--- config.mk ---
export PLATFORM = sky130hd
export DESIGN_NAME = spi_command_queue
export DESIGN_NICKNAME = d
export VERILOG_FILES = /design/src/rtl/spi_command_queue.sv
export SDC_FILE = /design/constraint.sdc
export NUM_CORES = 1
export LEC_CHECK = 0
export ABC_AREA = 1
export CORE_MARGIN = 4
export CORE_UTILIZATION = 50
export DETAILED_ROUTE_END_ITERATION = 6
export GPL_ROUTABILITY_DRIVEN = 0
export PLACE_DENSITY_LB_ADDON = 0.25
export SLEW_MARGIN = 20
export SYNTH_ARGS = -nofsm -noshare
export SYNTH_HDL_FRONTEND = slang
export SYNTH_SLANG_ARGS = --single-unit
--- constraint.sdc ---
create_clock -name game_clk -period 5 [get_ports game_clk]
set_input_delay 1.25 -clock game_clk [delete_from_list [all_inputs] [get_ports game_clk]]
set_output_delay 1.25 -clock game_clk [all_outputs]
set_load 0.02 [all_outputs]
--- src/rtl/spi_command_queue.sv ---
// Captures SPI command bytes into the game_clk domain and queues them for game_executioner.
// The valid/ready pair to the consumer is a show-ahead FIFO head that is popped on cmd_valid & cmd_ready.
module spi_command_queue #(
  parameter int DEPTH       = 4,
  parameter int SYNC_STAGES = 2
) (
  input  logic                       game_clk,
  input  logic                       reset_n,
  input  logic [7:0]                 spi_data,
  input  logic                       spi_data_valid,
  output logic                       spi_clear,
  output logic                       cmd_valid,
  output logic [1:0]                 cmd_move,
  output logic [2:0]                 cmd_piece,
  input  logic                       cmd_ready,
  output logic [$clog2(DEPTH+1)-1:0] count,
  output logic                       overflow,
  output logic [7:0]                 drop_count,
  output logic [1:0]                 dbg_state
);

  localparam int PW = $clog2(DEPTH);
  localparam int CW = $clog2(DEPTH+1);

  // dbg_state encoding: 0 = IDLE, 1 = CAPTURE, 2 = CLEAR_WAIT
  typedef enum logic [1:0] {
    IDLE       = 2'd0,
    CAPTURE    = 2'd1,
    CLEAR_WAIT = 2'd2
  } state_t;

  state_t           state_q, state_d;
  logic [SYNC_STAGES-1:0] sync_q;
  logic             valid_s;
  logic [5:0]       cap_q;
  logic [4:0]       mem_q [DEPTH];
  logic [PW-1:0]    rd_ptr_q, wr_ptr_q;
  logic [CW-1:0]    count_q;
  logic             overflow_q;
  logic [7:0]       drop_count_q;
  logic             load_cap, push, drop, pop, push_ok;
  logic             unused_bits;

  // Bits [7:6] of the SPI byte carry nothing for this block.
  assign unused_bits = ^spi_data[7:6];

  always_ff @(posedge game_clk) begin
    if (!reset_n) sync_q <= '0;
    else          sync_q <= {sync_q[SYNC_STAGES-2:0], spi_data_valid};
  end
  assign valid_s = sync_q[SYNC_STAGES-1];

  always_ff @(posedge game_clk) begin
    if (!reset_n) begin
      state_q <= IDLE;
      cap_q   <= '0;
    end else begin
      state_q <= state_d;
      // spi_data is only trusted once the synchronized valid has settled.
      if (load_cap) cap_q <= spi_data[5:0];
    end
  end

  always_comb begin
    state_d  = state_q;
    load_cap = 1'b0;
    push     = 1'b0;
    drop     = 1'b0;
    case (state_q)
      IDLE: begin
        if (valid_s) begin
          load_cap = 1'b1;
          state_d  = CAPTURE;
        end
      end
      CAPTURE: begin
        if (cap_q[5]) begin
          if (push_ok) push = 1'b1;
          else         drop = 1'b1;
        end
        state_d = CLEAR_WAIT;
      end
      CLEAR_WAIT: begin
        if (!valid_s) state_d = IDLE;
      end
      default: state_d = IDLE;
    endcase
  end

  assign spi_clear = (state_q == CLEAR_WAIT);
  assign dbg_state = state_q;

  assign cmd_valid = (count_q != '0);
  assign pop       = cmd_valid & cmd_ready;
  // A full FIFO can still take the byte if the head leaves on the same edge.
  assign push_ok   = (count_q < CW'(DEPTH)) | pop;

  always_ff @(posedge game_clk) begin
    if (!reset_n) begin
      rd_ptr_q <= '0;
      wr_ptr_q <= '0;
      count_q  <= '0;
      for (int i = 0; i < DEPTH; i++) mem_q[i] <= '0;
    end else begin
      if (push) begin
        mem_q[wr_ptr_q] <= {cap_q[4:2], cap_q[1:0]};
        wr_ptr_q        <= wr_ptr_q + PW'(1);
      end
      if (pop) rd_ptr_q <= rd_ptr_q + PW'(1);
      if (push && !pop)      count_q <= count_q + CW'(1);
      else if (pop && !push) count_q <= count_q - CW'(1);
    end
  end

  always_ff @(posedge game_clk) begin
    if (!reset_n) begin
      overflow_q   <= 1'b0;
      drop_count_q <= '0;
    end else if (drop) begin
      overflow_q <= 1'b1;
      if (drop_count_q != 8'hFF) drop_count_q <= drop_count_q + 8'd1;
    end
  end

  assign cmd_move   = mem_q[rd_ptr_q][1:0];
  assign cmd_piece  = mem_q[rd_ptr_q][4:2];
  assign count      = count_q;
  assign overflow   = overflow_q;
  assign drop_count = drop_count_q;

endmodule

==> results of run 1 <==
-- worst reg2reg max path: stages (launching register included) --
cell	delay [ns]
sky130_fd_sc_hd__dfxtp_1	0.33
sky130_fd_sc_hd__inv_1	0.13
sky130_fd_sc_hd__nand3_4	0.12
sky130_fd_sc_hd__nor2_8	0.15
sky130_fd_sc_hd__ha_1	0.17
sky130_fd_sc_hd__inv_1	0.07
sky130_fd_sc_hd__fa_1	0.38
sky130_fd_sc_hd__nor2_1	0.11
sky130_fd_sc_hd__nor2_1	0.05
sky130_fd_sc_hd__nand2_1	0.07
sky130_fd_sc_hd__o21ai_0	0.07
sky130_fd_sc_hd__a21oi_1	0.12
-- cells by family after synthesis --
logic type,share of synthesized area [%]
compound gates,10.1
xor+xnor,1.66
fa+ha+maj,2.13
buf+inv,6.45
flops,54.9
simple gates,24.8
-- Yosys cell counts --
library cell	count	area [sq um]
sky130_fd_sc_hd__o21ai_0	20	100
sky130_fd_sc_hd__nand3_1	9	45.0
sky130_fd_sc_hd__nand3_4	1	17.5
sky130_fd_sc_hd__fa_1	1	20.0
sky130_fd_sc_hd__o22ai_1	6	37.5
sky130_fd_sc_hd__nor3_1	1	5.00
sky130_fd_sc_hd__nand2_2	2	12.5
sky130_fd_sc_hd__ha_1	2	25.0
sky130_fd_sc_hd__nand4_1	3	18.8
sky130_fd_sc_hd__edfxtp_1	20	601
sky130_fd_sc_hd__buf_1	1	3.75
sky130_fd_sc_hd__inv_1	28	105
sky130_fd_sc_hd__nand2_1	34	128
sky130_fd_sc_hd__dfxtp_1	28	561
sky130_fd_sc_hd__nor2_8	2	40.0
sky130_fd_sc_hd__xor2_1	4	35.0
sky130_fd_sc_hd__clkinv_1	1	3.75
sky130_fd_sc_hd__clkbuf_1	2	7.51
sky130_fd_sc_hd__a21oi_1	15	75.1
sky130_fd_sc_hd__nor2_1	52	195
sky130_fd_sc_hd__inv_2	3	11.3
sky130_fd_sc_hd__nor2_2	1	6.26
sky130_fd_sc_hd__nand2_4	4	45.0
sky130_fd_sc_hd__nor2_4	1	11.3
sky130_fd_sc_hd__buf_2	1	5.00
-- state kept, by name, summed over array words and instances (netlist names), named ones only --
register / flops
cap_q: 6
count: 3
dbg_state: 2
drop_count: 8
mem_q: 20
overflow: 1
rd_ptr_q: 2
sync_q: 2
wr_ptr_q: 2
-- worst paths after layout --
path | start | endpoint | slack, ns | cells past startpoint
worst max-delay path | flop | cmd_move[0] | 1.65 | 4
worst min-delay path | sync_q[0]$_SDFF_PN0_ | sync_q[1]$_SDFF_PN0_ | 0.42 | 2
worst max register to register | dbg_state[1]$_SDFFE_PN0P_ | count[2]$_SDFFE_PN0P_ | 3.18 | 11
worst min register to register | sync_q[0]$_SDFF_PN0_ | sync_q[1]$_SDFF_PN0_ | 0.42 | 2
-- cells in the final DEF, fill, tap and decap left out --
cell type	instances
sky130_fd_sc_hd__clkdlybuf4s50_1	30
sky130_fd_sc_hd__o22ai_1	6
sky130_fd_sc_hd__nor2_1	52
sky130_fd_sc_hd__nor3_1	1
sky130_fd_sc_hd__nor2_4	1
sky130_fd_sc_hd__dfxtp_1	28
sky130_fd_sc_hd__edfxtp_1	20
sky130_fd_sc_hd__nand3_4	1
sky130_fd_sc_hd__o21ai_0	20
sky130_fd_sc_hd__inv_2	3
sky130_fd_sc_hd__inv_1	28
sky130_fd_sc_hd__xor2_1	4
sky130_fd_sc_hd__nor2_2	1
sky130_fd_sc_hd__a21oi_1	15
sky130_fd_sc_hd__nand2_2	2
sky130_fd_sc_hd__nand2_4	4
sky130_fd_sc_hd__ha_1	2
sky130_fd_sc_hd__nand3_1	9
sky130_fd_sc_hd__clkbuf_8	5
sky130_fd_sc_hd__nor2_8	2
sky130_fd_sc_hd__fa_1	1
sky130_fd_sc_hd__buf_4	1
sky130_fd_sc_hd__clkinvlp_4	2
sky130_fd_sc_hd__nand4_1	3
sky130_fd_sc_hd__nand2_1	34
sky130_fd_sc_hd__clkinv_1	2
-- layer usage --
layer,vias up,part of all wire (%)
met2,36,50
met4,0,1.3
li1,850,-
met3,5,3.9
met1,755,44
met5,-,0
-- power by group through the flow --
stage | Clock, mW | Sequential, mW | Combinational, mW
2_1_floorplan | 0 | 0.476 | 0.151
6_report | 0.222 | 0.465 | 0.261
3_5_place_dp | 0 | 0.475 | 0.263
4_1_cts | 0.229 | 0.466 | 0.265
3_3_place_gp | 0 | 0.474 | 0.258
5_1_grt | 0.241 | 0.471 | 0.290
-- area by class of cell --
cell class                 count  area, sq um
timing repair buffer          31          308
clock buffer                   5         68.8
inverter                      32          120
tap                           50         62.6
sequential                    48         1160
fill                         358         1500
multi-input combinational    158          817
clock inverter                 3         18.8
==> results.toml, run 1 <==
[global_route]
grt_use_met3_pct = 3.99
grt.busiest_layer = "met2"
antenna_violations_before_repair = 0
grt_use_total_pct = 16.6
pin_count_of_the_biggest_net_entering_global_routing = 26
grt_pass1_vias = 1597
use_met1_pct = 20.5
grt_pass1_wl_microns = 6820
global_route.overflow_total = 0
global_route.usage.met2_pct = 28.3

[die]
die_area_sq_um = 5330
core_area_sq_um = 4060
die_h_microns = 73.0
floorplan.rows = 23
starting_density_pct = 52.1
number_of_primary_i_o_pins = 33
die_width_microns = 73.0

[sta]
timing_max_transition_violations_final = 0
post_route_setup_tns_ns = 0
setup_viol = 0
final.period_utilization_pct = 67.1
finalHoldWorstSlack_ns = 0.421
timing_worst_slew_pin_value_ns = 0.454
rsz0062_at_grt = "false"
setup_ws_ns = 1.65
clock.fmax_mhz = 298
final_period_minus_worst_setup_slack_ns = 3.35
slew_headroom_pct = 69.7
hold_viol = 0
maximum_clock_skew_at_final_layout_ns = 0.00767

[clock_tree]
tritoncts_buffers = 5
cts_root_buf = "sky130_fd_sc_hd__clkbuf_8"
cts-root-to-sink-buffers = 2
worstSkewPairLatency_ns = 0.30
postCtsHoldBufs = 0
h-tree-depth = 2
post_cts_resize_count = 0
cts_tree = "built"
tritoncts_num_sinks = 48
cts.clk_slew.worst_paths_ns = 0.09
post_cts.repair.setup_buffers = 0

[layout]
design_area_sq_um = 2560
final_layout_size_suffix_gt1_share_pct = 7.94
number_of_nets_in_the_layout = 291
final_cells = 327
final_core_utilization_pct = 63.0
num_antenna_cells = 0
synthToLayoutAreaGrowth_pct = 20.9

[routing]
vias_per_cell = 5.03
routed_wire_length_per_instance_microns = 11.8
detailroute.via_count = 1646
routed_wl_microns = 3850
dr_pass1_iterations = 4
drt_iter0_drc = 87
drt_drc_violations_left = 0
antenna_violating_nets_post_route = 0

[synthesis]
yosysUniqueCellTypes = 25
synth_nets = 257
yosys_register_bits = 48
synth_area_per_cell_sq_um = 8.74
yosysWarningCount = 0
syn-cell-area_sq_um = 2110
syn_inst = 242
sequential_cell_area_fraction_in_the_yosys_report_pct = 54.9

[power_and_ir_drop]
power_per_cell_area_nw_per_um2 = 371
vdd_ir_drop_max_v = 0.000355
total_internal_power_mw = 0.646
sequentialPowerShare_pct = 49.1
power_leakage_nw = 0.977
power.net_switching_mw = 0.302
comb_power_share_pct = 27.5
post_layout_total_power_mw = 0.948
power.clock.fraction_pct = 23.4
sw_frac_of_total_pct = 31.8

[status]
status = "finished, final reports clean"

[worst_setup_path]
worstSetupStartpointType = "flop"
timing.critical_path.cells = "clkinv_1, o21ai_0, o22ai_1, clkdlybuf4s50_1"
crit_path_top_delay_cell = "sky130_fd_sc_hd__clkdlybuf4s50_1"
worst_setup_path_end_kind = "primary output"
cpLargestDelayFamily = "buffers and inverters"
worst-setup-path-type = "reg -> out"
signal_arrival_time_at_the_worst_endpoint_ns = 2.10
worst-path-buf-inv = 2
critical-path-max-stage-delay_ns = 0.55
crit_path_max_fanout = 11
required_time_of_the_worst_setup_path_ns = 3.75

[placement]
detailedPlace.worstSlack_ns = 1.80
place_hpwl_microns = 2830
dp.cells = 319
io_buffer_count = 30
dpl_cell_area_sq_um = 2470

[run]
total_of_max_cap_violations = 0

[worst_hold_path]
holdCritPathClass = "reg -> reg"
Power figures use the tool's default switching activity.
==> inputs of run 2 (changes only) <==
Settings changed: CORE_UTILIZATION 50 to 48.
Clock period 5 ns to 3 ns, I/O delays scaled along.
==> run 2 against run 1 <==
Total power up 76%. Worst setup slack worse by 1.3 ns. Register-to-register slack got worse by 2.0 ns. Sequential cell count did not move. Sequential power grew 68%. Clock skew is 0.0019 ns lower. First-iteration DRC count is 13% lower. Critical path type unchanged. Critical endpoint is now cmd_move[1]. Largest power group unchanged. Highest routed layer unchanged.
==> results.toml, run 2 (same netlist as run 1, synthesis figures left out) <==
[global_route]
grt.busiest_layer = "met2"
global_route.overflow_total = 0
global_route.usage.met2_pct = 25.2
use_met1_pct = 18.8
grt_pass1_wl_microns = 6440
antenna_violations_before_repair = 0
grt_use_met3_pct = 4.46
grt_use_total_pct = 15.1
grt_pass1_vias = 1508
pin_count_of_the_biggest_net_entering_global_routing = 18

[sta]
post_route_setup_tns_ns = 0
slew_headroom_pct = 72.5
clock.fmax_mhz = 382
maximum_clock_skew_at_final_layout_ns = 0.00580
setup_viol = 0
finalHoldWorstSlack_ns = 0.424
final.period_utilization_pct = 87.3
rsz0062_at_grt = "false"
final_period_minus_worst_setup_slack_ns = 2.62
timing_max_transition_violations_final = 0
hold_viol = 0
timing_worst_slew_pin_value_ns = 0.412

[die]
starting_density_pct = 51.4
number_of_primary_i_o_pins = 33
die_h_microns = 74.4
floorplan.rows = 23
die_width_microns = 74.4
die_area_sq_um = 5530
core_area_sq_um = 4120

[layout]
number_of_nets_in_the_layout = 291
final_layout_size_suffix_gt1_share_pct = 8.66
regMostFlops = "mem_q"
synthToLayoutAreaGrowth_pct = 22.1
num_antenna_cells = 0
final_cells = 327
leading_cell_types_in_the_layout_fill_and_taps_excluded = "52 x sky130_fd_sc_hd__nor2_1, 34 x sky130_fd_sc_hd__nand2_1, 30 x sky130_fd_sc_hd__clkdlybuf4s50_1"
layout_commonest_cell = "sky130_fd_sc_hd__nor2_1"
design_area_sq_um = 2580
largest_register_ffs = 20

[clock_tree]
h-tree-depth = 2
cts_root_buf = "sky130_fd_sc_hd__clkbuf_8"
cts_tree = "built"
cts.clk_slew.worst_paths_ns = 0.08
tritoncts_buffers = 5
post_cts.repair.setup_buffers = 0
cts-root-to-sink-buffers = 2
tritoncts_num_sinks = 48
postCtsHoldBufs = 0
worstSkewPairLatency_ns = 0.30

[routing]
routed_wl_microns = 3730
detailroute.via_count = 1618
antenna_violating_nets_post_route = 0
routed_wire_length_per_instance_microns = 11.4
vias_per_cell = 4.95
drt_iter0_drc = 76
drt_drc_violations_left = 0
dr_pass1_iterations = 4

[placement]
dpl_cell_area_sq_um = 2470
io_buffer_count = 30
dp.cells = 319
place_hpwl_microns = 2770

[worst_setup_path]
cpLargestDelayFamily = "buffers and inverters"
worstSetupStartpointType = "flop"
startpoint_of_the_most_critical_register_to_register_path = "count[2]$_SDFFE_PN0P_"
r2r_setup_slack_ns = 1.15
worst-setup-path-type = "reg -> out"
crit_path_top_delay_cell = "sky130_fd_sc_hd__clkdlybuf4s50_1"
critical-path-max-stage-delay_ns = 0.55
r2r.worst_path.cells = 11
required_time_of_the_worst_setup_path_ns = 2.25
signal_arrival_time_at_the_worst_endpoint_ns = 1.87
worst-path-buf-inv = 2
worst_setup_path_end_kind = "primary output"
crit_path_max_fanout = 11
regToRegEndpoint = "count[2]$_SDFFE_PN0P_"
timing.critical_path.cells = "clkinvlp_4, o21ai_0, o22ai_1, clkdlybuf4s50_1"

[power_and_ir_drop]
sw_frac_of_total_pct = 29.9
power_per_cell_area_nw_per_um2 = 645
power_leakage_nw = 0.994
total_internal_power_mw = 1.17
comb_power_share_pct = 26.2
vdd_ir_drop_max_v = 0.000581
sequentialPowerShare_pct = 46.8
power.net_switching_mw = 0.498
power.clock.fraction_pct = 27.0

[worst_hold_path]
holdCritPathClass = "reg -> reg"
holdPathStages = 2
hold_path_endpoint = "sync_q[1]$_SDFF_PN0_"
hp-start = "sync_q[0]$_SDFF_PN0_"

[run]
total_of_max_cap_violations = 0

[status]
status = "finished, final reports clean"
-- run 2: worst max path at each step --
stage | from | endpoint | slack, ns | cells after the start
final | flop | cmd_move[1] | 0.38 | 4
after global routing | flop | cmd_piece[0] | 0.20 | 4
after CTS | flop | cmd_move[1] | 0.17 | 4
after detailed placement | cmd_ready | count[2]$_SDFFE_PN0P_ | 0.30 | 13
after global placement | cmd_ready | count[2]$_SDFFE_PN0P_ | 0.34 | 13
after floorplan | cmd_ready | count[2]$_SDFFE_PN0P_ | 0.96 | 12
-- run 2: timing repair --
item                                    4_1_cts  5_1_grt
resized for setup                             0        2
endpoints found under the setup margin        0        3
endpoints found under the hold margin         0        0
-- run 2: metal layers --
metal  vias to the layer above  share of wire, %  routed length (microns)
met5                         -                 0                        0
met4                         0               1.2                       46
met3                         6               4.3                      161
met2                        27                48                     1810
met1                       737                46                     1710
li1                        848                 -                        -
-- run 2: through the flow --
stage	total power, mW	setup WS, ns	util [%]
4_1_cts	1.68	0.169	62.6
5_1_grt	1.76	0.202	62.7
3_3_place_gp	1.22	0.336	60.0
3_5_place_dp	1.23	0.299	60.0
6_report	1.66	0.380	62.7
2_1_floorplan	1.05	0.956	-
-- run 2: power groups by stage --
stage                     Combinational (mW)  Clock (mW)  Sequential [mW]
after floorplan                        0.252           0            0.793
after global placement                 0.432           0            0.791
after detailed placement               0.438           0            0.792
after CTS                              0.440       0.463            0.777
after global routing                   0.485       0.481            0.790
final                                  0.436       0.449            0.779
-- run 2: worst min-delay path, stage by stage, from the launching register on --
cell                      delay, ns
sky130_fd_sc_hd__dfxtp_1       0.31
sky130_fd_sc_hd__nand2_1       0.05
sky130_fd_sc_hd__inv_1         0.04
-- run 2: cell type report --
cell class / instances / area, sq um
sequential: 48 / 1160
clock inverter: 2 / 35.0
tap: 50 / 62.6
fill: 354 / 1530
inverter: 32 / 124
clock buffer: 6 / 72.6
timing repair buffer: 31 / 308
multi-input combinational: 158 / 817
